**config.mk**
```make
export PLATFORM = sky130hd
export DESIGN_NAME = gmii_tx_arb
export DESIGN_NICKNAME = d
export VERILOG_FILES = /design/src/rtl/gmii_tx_arb.sv
export SDC_FILE = /design/constraint.sdc
export NUM_CORES = 1
export LEC_CHECK = 0
export BUFFER_PORTS_ARGS = -buffer_cell sky130_fd_sc_hd__buf_2
export CORE_MARGIN = 1.5
export CORE_UTILIZATION = 46
export DETAILED_ROUTE_END_ITERATION = 16
export PLACE_DENSITY = 0.78
export RECOVER_POWER = 100
export SLEW_MARGIN = 20
export SYNTH_ARGS = -nofsm -noshare
export SYNTH_HDL_FRONTEND = slang
export SYNTH_SLANG_ARGS = --single-unit
```
**constraint.sdc**
```tcl
create_clock -name gmii_txc -period 2.4 [get_ports gmii_txc]
set_input_delay 0.12 -clock gmii_txc [delete_from_list [all_inputs] [get_ports gmii_txc]]
set_output_delay 0.12 -clock gmii_txc [all_outputs]
set_load 0.1 [all_outputs]
```
**src/rtl/gmii_tx_arb.sv**
```systemverilog
// rtl/gmii_tx_arb.sv - two-source GMII transmit arbiter with IFG and start timeout
// Optional GMII_ARB_RR_EN selects round-robin tie-break instead of fixed port-0 priority.
module gmii_tx_arb #(
    parameter int IFG_CYCLES = 12,
    parameter int START_TO   = 64
) (
    input  logic       gmii_txc,
    input  logic       rst_n,
    input  logic       req0,
    input  logic       req1,
    input  logic       dv0,
    input  logic       dv1,
    input  logic [7:0] td0,
    input  logic [7:0] td1,
    output logic       gnt0,
    output logic       gnt1,
    output logic       to_err,
    output logic       gmii_tx_dv,
    output logic [7:0] gmii_td
);

    localparam int IFG_EFF = (IFG_CYCLES < 1) ? 1 : IFG_CYCLES;
    localparam int MAX_P   = (IFG_EFF > START_TO) ? IFG_EFF : START_TO;
    localparam int CW      = $clog2(MAX_P) + 1;
    localparam logic [CW-1:0] TO_LAST  = CW'(START_TO - 1);
    localparam logic [CW-1:0] IFG_LAST = CW'(IFG_EFF - 1);
    localparam logic [CW-1:0] CNT_MAX  = '1;

    typedef enum logic [1:0] {IDLE, BUSY0, BUSY1, GAP} state_t;

    state_t        state_q, state_d;
    logic [CW-1:0] cnt_q, cnt_d;
    logic          started_q, started_d;
    logic          to_err_q, to_err_d;
    logic          tx_dv_q, tx_dv_d;
    logic [7:0]    td_q, td_d;
    logic          tie_pref1;
    logic          pick1;
    logic          cur_req, cur_dv;
    logic          sel0, sel1;

`ifdef GMII_ARB_RR_EN
    // rr_q names the port preferred on the next tie; it flips away from every grant.
    logic rr_q, rr_d;
    assign tie_pref1 = rr_q;
`else
    assign tie_pref1 = 1'b0;
`endif

    assign pick1   = req1 & (~req0 | tie_pref1);
    assign cur_req = (state_q == BUSY1) ? req1 : req0;
    assign cur_dv  = (state_q == BUSY1) ? dv1 : dv0;
    assign sel0    = (state_q == BUSY0) & dv0;
    assign sel1    = (state_q == BUSY1) & dv1;

    always_comb begin
        state_d   = state_q;
        cnt_d     = (cnt_q == CNT_MAX) ? cnt_q : cnt_q + 1'b1;
        started_d = started_q;
        to_err_d  = 1'b0;
`ifdef GMII_ARB_RR_EN
        rr_d      = rr_q;
`endif
        case (state_q)
            IDLE: begin
                cnt_d     = '0;
                started_d = 1'b0;
                if (req0 | req1) begin
                    state_d = pick1 ? BUSY1 : BUSY0;
`ifdef GMII_ARB_RR_EN
                    rr_d    = ~pick1;
`endif
                end
            end
            BUSY0, BUSY1: begin
                if (cur_dv) started_d = 1'b1;
                if (!cur_req) begin
                    state_d = GAP;
                    cnt_d   = '0;
                end else if (!started_q && !cur_dv && cnt_q == TO_LAST) begin
                    state_d  = GAP;
                    cnt_d    = '0;
                    to_err_d = 1'b1;
                end
            end
            GAP: begin
                if (cnt_q == IFG_LAST) begin
                    state_d = IDLE;
                    cnt_d   = '0;
                end
            end
            default: state_d = IDLE;
        endcase
    end

    assign tx_dv_d = sel0 | sel1;
    assign td_d    = sel0 ? td0 : (sel1 ? td1 : 8'h00);

    always_ff @(posedge gmii_txc) begin
        if (!rst_n) begin
            state_q   <= IDLE;
            cnt_q     <= '0;
            started_q <= 1'b0;
            to_err_q  <= 1'b0;
            tx_dv_q   <= 1'b0;
            td_q      <= 8'h00;
`ifdef GMII_ARB_RR_EN
            rr_q      <= 1'b0;
`endif
        end else begin
            state_q   <= state_d;
            cnt_q     <= cnt_d;
            started_q <= started_d;
            to_err_q  <= to_err_d;
            tx_dv_q   <= tx_dv_d;
            td_q      <= td_d;
`ifdef GMII_ARB_RR_EN
            rr_q      <= rr_d;
`endif
        end
    end

    assign gnt0       = (state_q == BUSY0);
    assign gnt1       = (state_q == BUSY1);
    assign to_err     = to_err_q;
    assign gmii_tx_dv = tx_dv_q;
    assign gmii_td    = td_q;

endmodule

```
# [Word-level counts from Yosys, hierarchy flattened]
# Index checks and enable logic that the tools add are counted.
[word_totals] output_inout_bits=12 ff_bits=20 inputBits=22 elab_cells=51
[op_classes] n_eq_ne=10 muxes=18 n_bitwise=6 addsub=1 n_reduce_logical=10
[op_table] op="7-bit two-way mux" count=4
[op_table] op="7-bit case mux with 3 select lines" count=1
[op_table] op="8-bit two-way mux" count=2
[op_table] op="2-bit two-way mux" count=5
[op_table] op="7-bit by 1-bit adder with 7-bit output (second input constant)" count=1
[op_table] op="7-bit by 4-bit equality test with 1-bit output (second input constant)" count=1
[op_table] op="7-bit by 6-bit equality test with 1-bit output (second input constant)" count=1
[op_table] op="7-bit equality test (second input constant)" count=1
[op_table] op="2-bit != test (second input constant)" count=3
[op_table] op="2-bit case mux with 3 select lines" count=1
[op_table] op="3-bit AND reduction" count=2
[op_table] op="2-bit equality test (second input constant)" count=2
[op_table] op="1-bit two-way mux" count=4
[op_table] op="1-bit AND" count=3
[op_table] op="3-bit != test (second input constant)" count=1
[op_table] op="2-bit by 1-bit equality test with 1-bit output (second input constant)" count=1
[op_table] op="1-bit logical AND" count=2
[op_table] op="1-bit zero test" count=2
[op_table] op="2-bit zero test" count=1
[op_table] op="1-bit OR" count=2
[op_table] op="1-bit case mux with 2 select lines" count=1
[op_table] op="2-bit AND reduction" count=1
[op_table] op="2-bit nonzero test" count=1
[op_table] op="2-bit OR reduction" count=1
[op_table] op="1-bit inverter" count=1

# [Depth between registers and ports, before layout]
[depth] depth_word=8 ltp_mapped=7 depth_no_buf=6

# [Worst setup path after synthesis]
# No wires, ideal clock.
[synth_path] kind="register to register" from="reg state_q[0]" to="reg state_q[0]" setup_ps=72 path_slack_ps=-355 t_arrival_ps=2684 synth_period_minus_slack_ps=2755 path_stages_with_launch=7 required_time_ps=2328 path_cell_list="dfxtp_1 -> inv_1 -> ha_1 -> mux2_2 -> or4b_4 -> a211oi_4 -> mux2i_1"
[synth_via] elab_chain_len=7 word_cells_on_any_way=16 cone_classes="eq/ne (6); mux (4); reduce/logical (6)"
[synth_lines] item="start: declaration" line_no="31" text="state_t state_q, state_d;"
[synth_lines] item="start signal: assignment" line_no="111" text="state_q <= state_d;"
[synth_lines] item="2-bit equality test *"
[synth_lines] item="net gnt1" line_no="16" text="output logic gnt1,"
[synth_lines] item="1-bit two-way mux" line_no="52" text="assign cur_dv = (state_q == BUSY1) ? dv1 : dv0;"
[synth_lines] item="1-bit zero test" line_no="80" text="end else if (!started_q && !cur_dv && cnt_q == TO_LAST) begin"
[synth_lines] item="1-bit logical AND (2 in series)" line_no="80"
[synth_lines] item="3-bit != test (no line)"
[synth_lines] item="3-bit AND reduction (no line)"
# Mark *: on every way through the listed nets, which the timed path passes. The rest lies on a longest branch.
# A chain may end at the register's enable or synchronous reset.

# [Worst setup path after layout]
[layout_path] from="reg state_q[0]" to="reg state_q[1]"
[layout_via] elab_chain_len=7 word_cells_on_any_way=16 cone_classes="eq/ne (6); mux (4); reduce/logical (6)"
[layout_lines] item="2-bit equality test" line_no="51, 52, 64"
[layout_lines] item="1-bit two-way mux" line_no="52"
[layout_lines] item="1-bit zero test" line_no="80"
[layout_lines] item="1-bit logical AND (2 in series)" line_no="80"
[layout_lines] item="3-bit != test (no line)"
[layout_lines] item="3-bit AND reduction (no line)"
# Parallel ways exist; a longest one is shown, timed or not.

==> flow_summary.json <==
{
  "outcome": "finished, final reports clean",
  "ant_nets": 0,
  "grt_antenna_before_repair": 0,
  "synth_nets": 139,
  "period_share": 0.899,
  "path_cells": "inv_1 > ha_1 > mux2_2 > or4b_4 > a211oi_4 > mux2i_1",
  "finalMaxSlewViolations": 0,
  "placed_cells": 167,
  "dp_hpwl_mm": 1.48,
  "synth-compound-area-share": 0.144,
  "ys_warn_count": 0,
  "muxShareOfSynthArea": 0.0532,
  "grt_pass1_vias": 779,
  "ir_drop_uv": 412,
  "cts_root_buf": "clkbuf_4",
  "post-cts-setup-buffers": 0,
  "hold_depth": 3,
  "die_h_um": 48.8,
  "clk_pin_slew_ps": 120,
  "track_usage": 0.170,
  "clock_sinks": 20,
  "reg2reg_depth": 6,
  "slowest_delay_ps": 530,
  "grt_pass1_wl_mm": 3.26,
  "drc": 0,
  "min_path_type": "primary input to register",
  "yosys-top-cells-area": "dfxtp_1, ha_1, nand2_1",
  "placementRows": 16,
  "dr.max_layer_used": "met4",
  "gp_congestion": 0.746,
  "yosys.area_share.adder": 0.0778,
  "ys_seq_area_frac": 0.415,
  "pre_cts_ws_ps": 297,
  "finClkSkew_ps": 5.54,
  "synth-main-ff-cell": "dfxtp_1",
  "io_buffers": 33,
  "hold_path_startpoint": "td1[5]",
  "crit_required_ps": 2630,
  "fp.dieArea_sq_mm": 0.00238,
  "synth_xor_area_frac": 0.0363,
  "syn_area_per_cell_sq_um": 8.69,
  "die-width_um": 48.8,
  "synth_seq_cells": 20,
  "routed_wl_mm": 1.93,
  "grt_max_degree": 13,
  "r2r_slack_ps": 240,
  "wl_per_cell_um": 11.3,
  "insertion_delay_ps": 290,
  "final_nets": 173,
  "hold_viol_final": 0,
  "rsz0062_at_grt": "false",
  "wl_met1_um": 904,
  "start_util": 0.492,
  "h-tree-depth": 1,
  "fin_crit_ps": 2160,
  "synth_top_family_by_area": "simple AND/OR/NAND/NOR gates",
  "clk_path_buf_depth": 2,
  "crit_start": "state_q[0]",
  "final_cells": 171,
  "cts_tree": "done",
  "p_leak_nw": 0.501,
  "vias": 890,
  "worst_pin_slew_ps": 1170,
  "whs_endpoint": "gmii_td[5]",
  "power_density_mw_per_mm2": 1040,
  "start_kind": "register",
  "met2_length_um": 881,
  "critPathBufInv": 1,
  "cts_resized": 0,
  "crit_cells": 6,
  "coreArea_sq_mm": 0.00196,
  "crit_type": "register to register",
  "cp_slowest_cell": "or4b_4",
  "wl_met3_um": 130,
  "cts_buffers": 3,
  "cts_hold_buf": 0,
  "yosys.area_share.simple": 0.226,
  "grt-ovfl-total": 0,
  "setup_viol": 0,
  "critical_path.max_fanout": 4,
  "antenna_cells": 0,
  "fmax_mhz": 463,
  "synthCells": 111,
  "via_per_inst": 5.20,
  "synth_cell_types": 30,
  "worst_setup_path_end_kind": "register",
  "max_slew_margin": 0.223,
  "timing.rr.end": "state_q[1]",
  "fin_ws_ps": 242,
  "arrival_ps": 2390,
  "crit_family": "multiplexers",
  "ioPinCount": 34,
  "r2r_start": "state_q[0]",
  "drt_pass1_iterations": 4,
  "synth_edf_count": 0,
  "drive_gt1_frac": 0.208,
  "drt-initial-drc-count": 14,
  "drv_cap": 0,
  "area_growth_pct": 22.2,
  "synth_area_sq_um": 965,
  "synth_top_area_frac": 0.415,
  "tns_ps": 0,
  "yosys.area.top_type": "dfxtp_1",
  "async_flop_share": 0
}
-- logic make-up (layout without fill, tap and decap cells) --
logic type	Yosys count	after routing
buffers and inverters	10	43
and+or+nand+nor	46	46
AOI/OAI and AO/OA	20	20
xor gates and xnor gates	4	4
muxes	5	5
DFF	20	20
adders and majority gates	6	6
-- worst max path at each step --
| stage | end | slack, ps |
|---|---|---|
| 4_1_cts | state_q[1] | 280 |
| 5_1_grt | state_q[1] | 110 |
| 3_3_place_gp | cnt_q[2] | 360 |
| 2_1_floorplan | state_q[0] | 150 |
| 6_report | state_q[1] | 240 |
| 3_5_place_dp | state_q[1] | 300 |
-- cells in the mapped netlist, types with 2 or more instances --
cell type and n:
dfxtp_1 20, nand2_1 19, nand3_1 10, a21oi_1 8, ha_1 6, inv_1 6
nor2_1 5, nor3_1 5, mux2i_1 4, xnor2_1 4, a211oi_1 2, a31oi_1 2
clkbuf_1 2, o21ai_0 2
-- layout make-up --
| class | count | area (sq um) |
|---|---|---|
| clock inverters | 1 | 30.0 |
| multi-input cells | 81 | 518 |
| inverters | 6 | 22.5 |
| repair buffers | 33 | 151 |
| fillers | 192 | 783 |
| flip-flops and latches | 20 | 400 |
| clock buffers | 3 | 22.5 |
| well taps | 27 | 33.8 |
-- metrics by stage --
step	area, sq um	power (mW)	hold slack (ps)	utilization
2_1_floorplan	977	0.888	260	-
3_3_place_gp	1150	0.965	368	0.587
3_5_place_dp	1150	0.974	371	0.587
4_1_cts	1200	1.24	43.2	0.614
5_1_grt	1180	1.31	28.9	0.601
6_report	1180	1.22	51.1	0.601
-- flip-flops by register name (all words and copies together) (netlist names) --
| name | cells |
|---|---|
| cnt_q | 7 |
| gmii_td | 8 |
| gmii_tx_dv | 1 |
| started_q | 1 |
| state_q | 2 |
| to_err | 1 |
-- power breakdown --
group | switching (mW) | leakage [nW] | total, mW | internal (mW)
Combinational | 0.421 | 0.311 | 0.557 | 0.136
Sequential | 0.0226 | 0.162 | 0.394 | 0.371
Clock | 0.104 | 0.0279 | 0.272 | 0.169
Total | 0.548 | 0.501 | 1.22 | 0.675
-- tightest hold or removal path, delay by kind of cell --
kind	cells	cell delay [ps]
buffers and inverters	1	90
and+or+nand+nor	1	50
AOI/OAI and AO/OA	1	50
-- cell usage in the layout (no fill, tap or decap), drive strengths merged --
cell / n
mux2i: 4
dfxtp: 20
o211ai: 1
a41oi: 1
ha: 6
xnor2: 4
o21ai: 2
a2111oi: 1
nand2: 19
nand3b: 1
and2: 1
and3: 1
nand4: 1
nor3: 5
nor4: 1
or4b: 1
mux2: 1
bufinv: 1
buf: 21
nand2b: 1
inv: 6
a21oi: 9
nand3: 10
clkbuf: 15
a31oi: 2
nor2: 5
a211oi: 3
a21boi: 1
-- per-layer routing --
layer,global-route usage,vias to the layer above
li1,-,453
met5,0,-
met4,0.0429,0
met1,0.231,400
met2,0.283,35
met3,0.0276,2
Power figures use the tool's default switching activity.
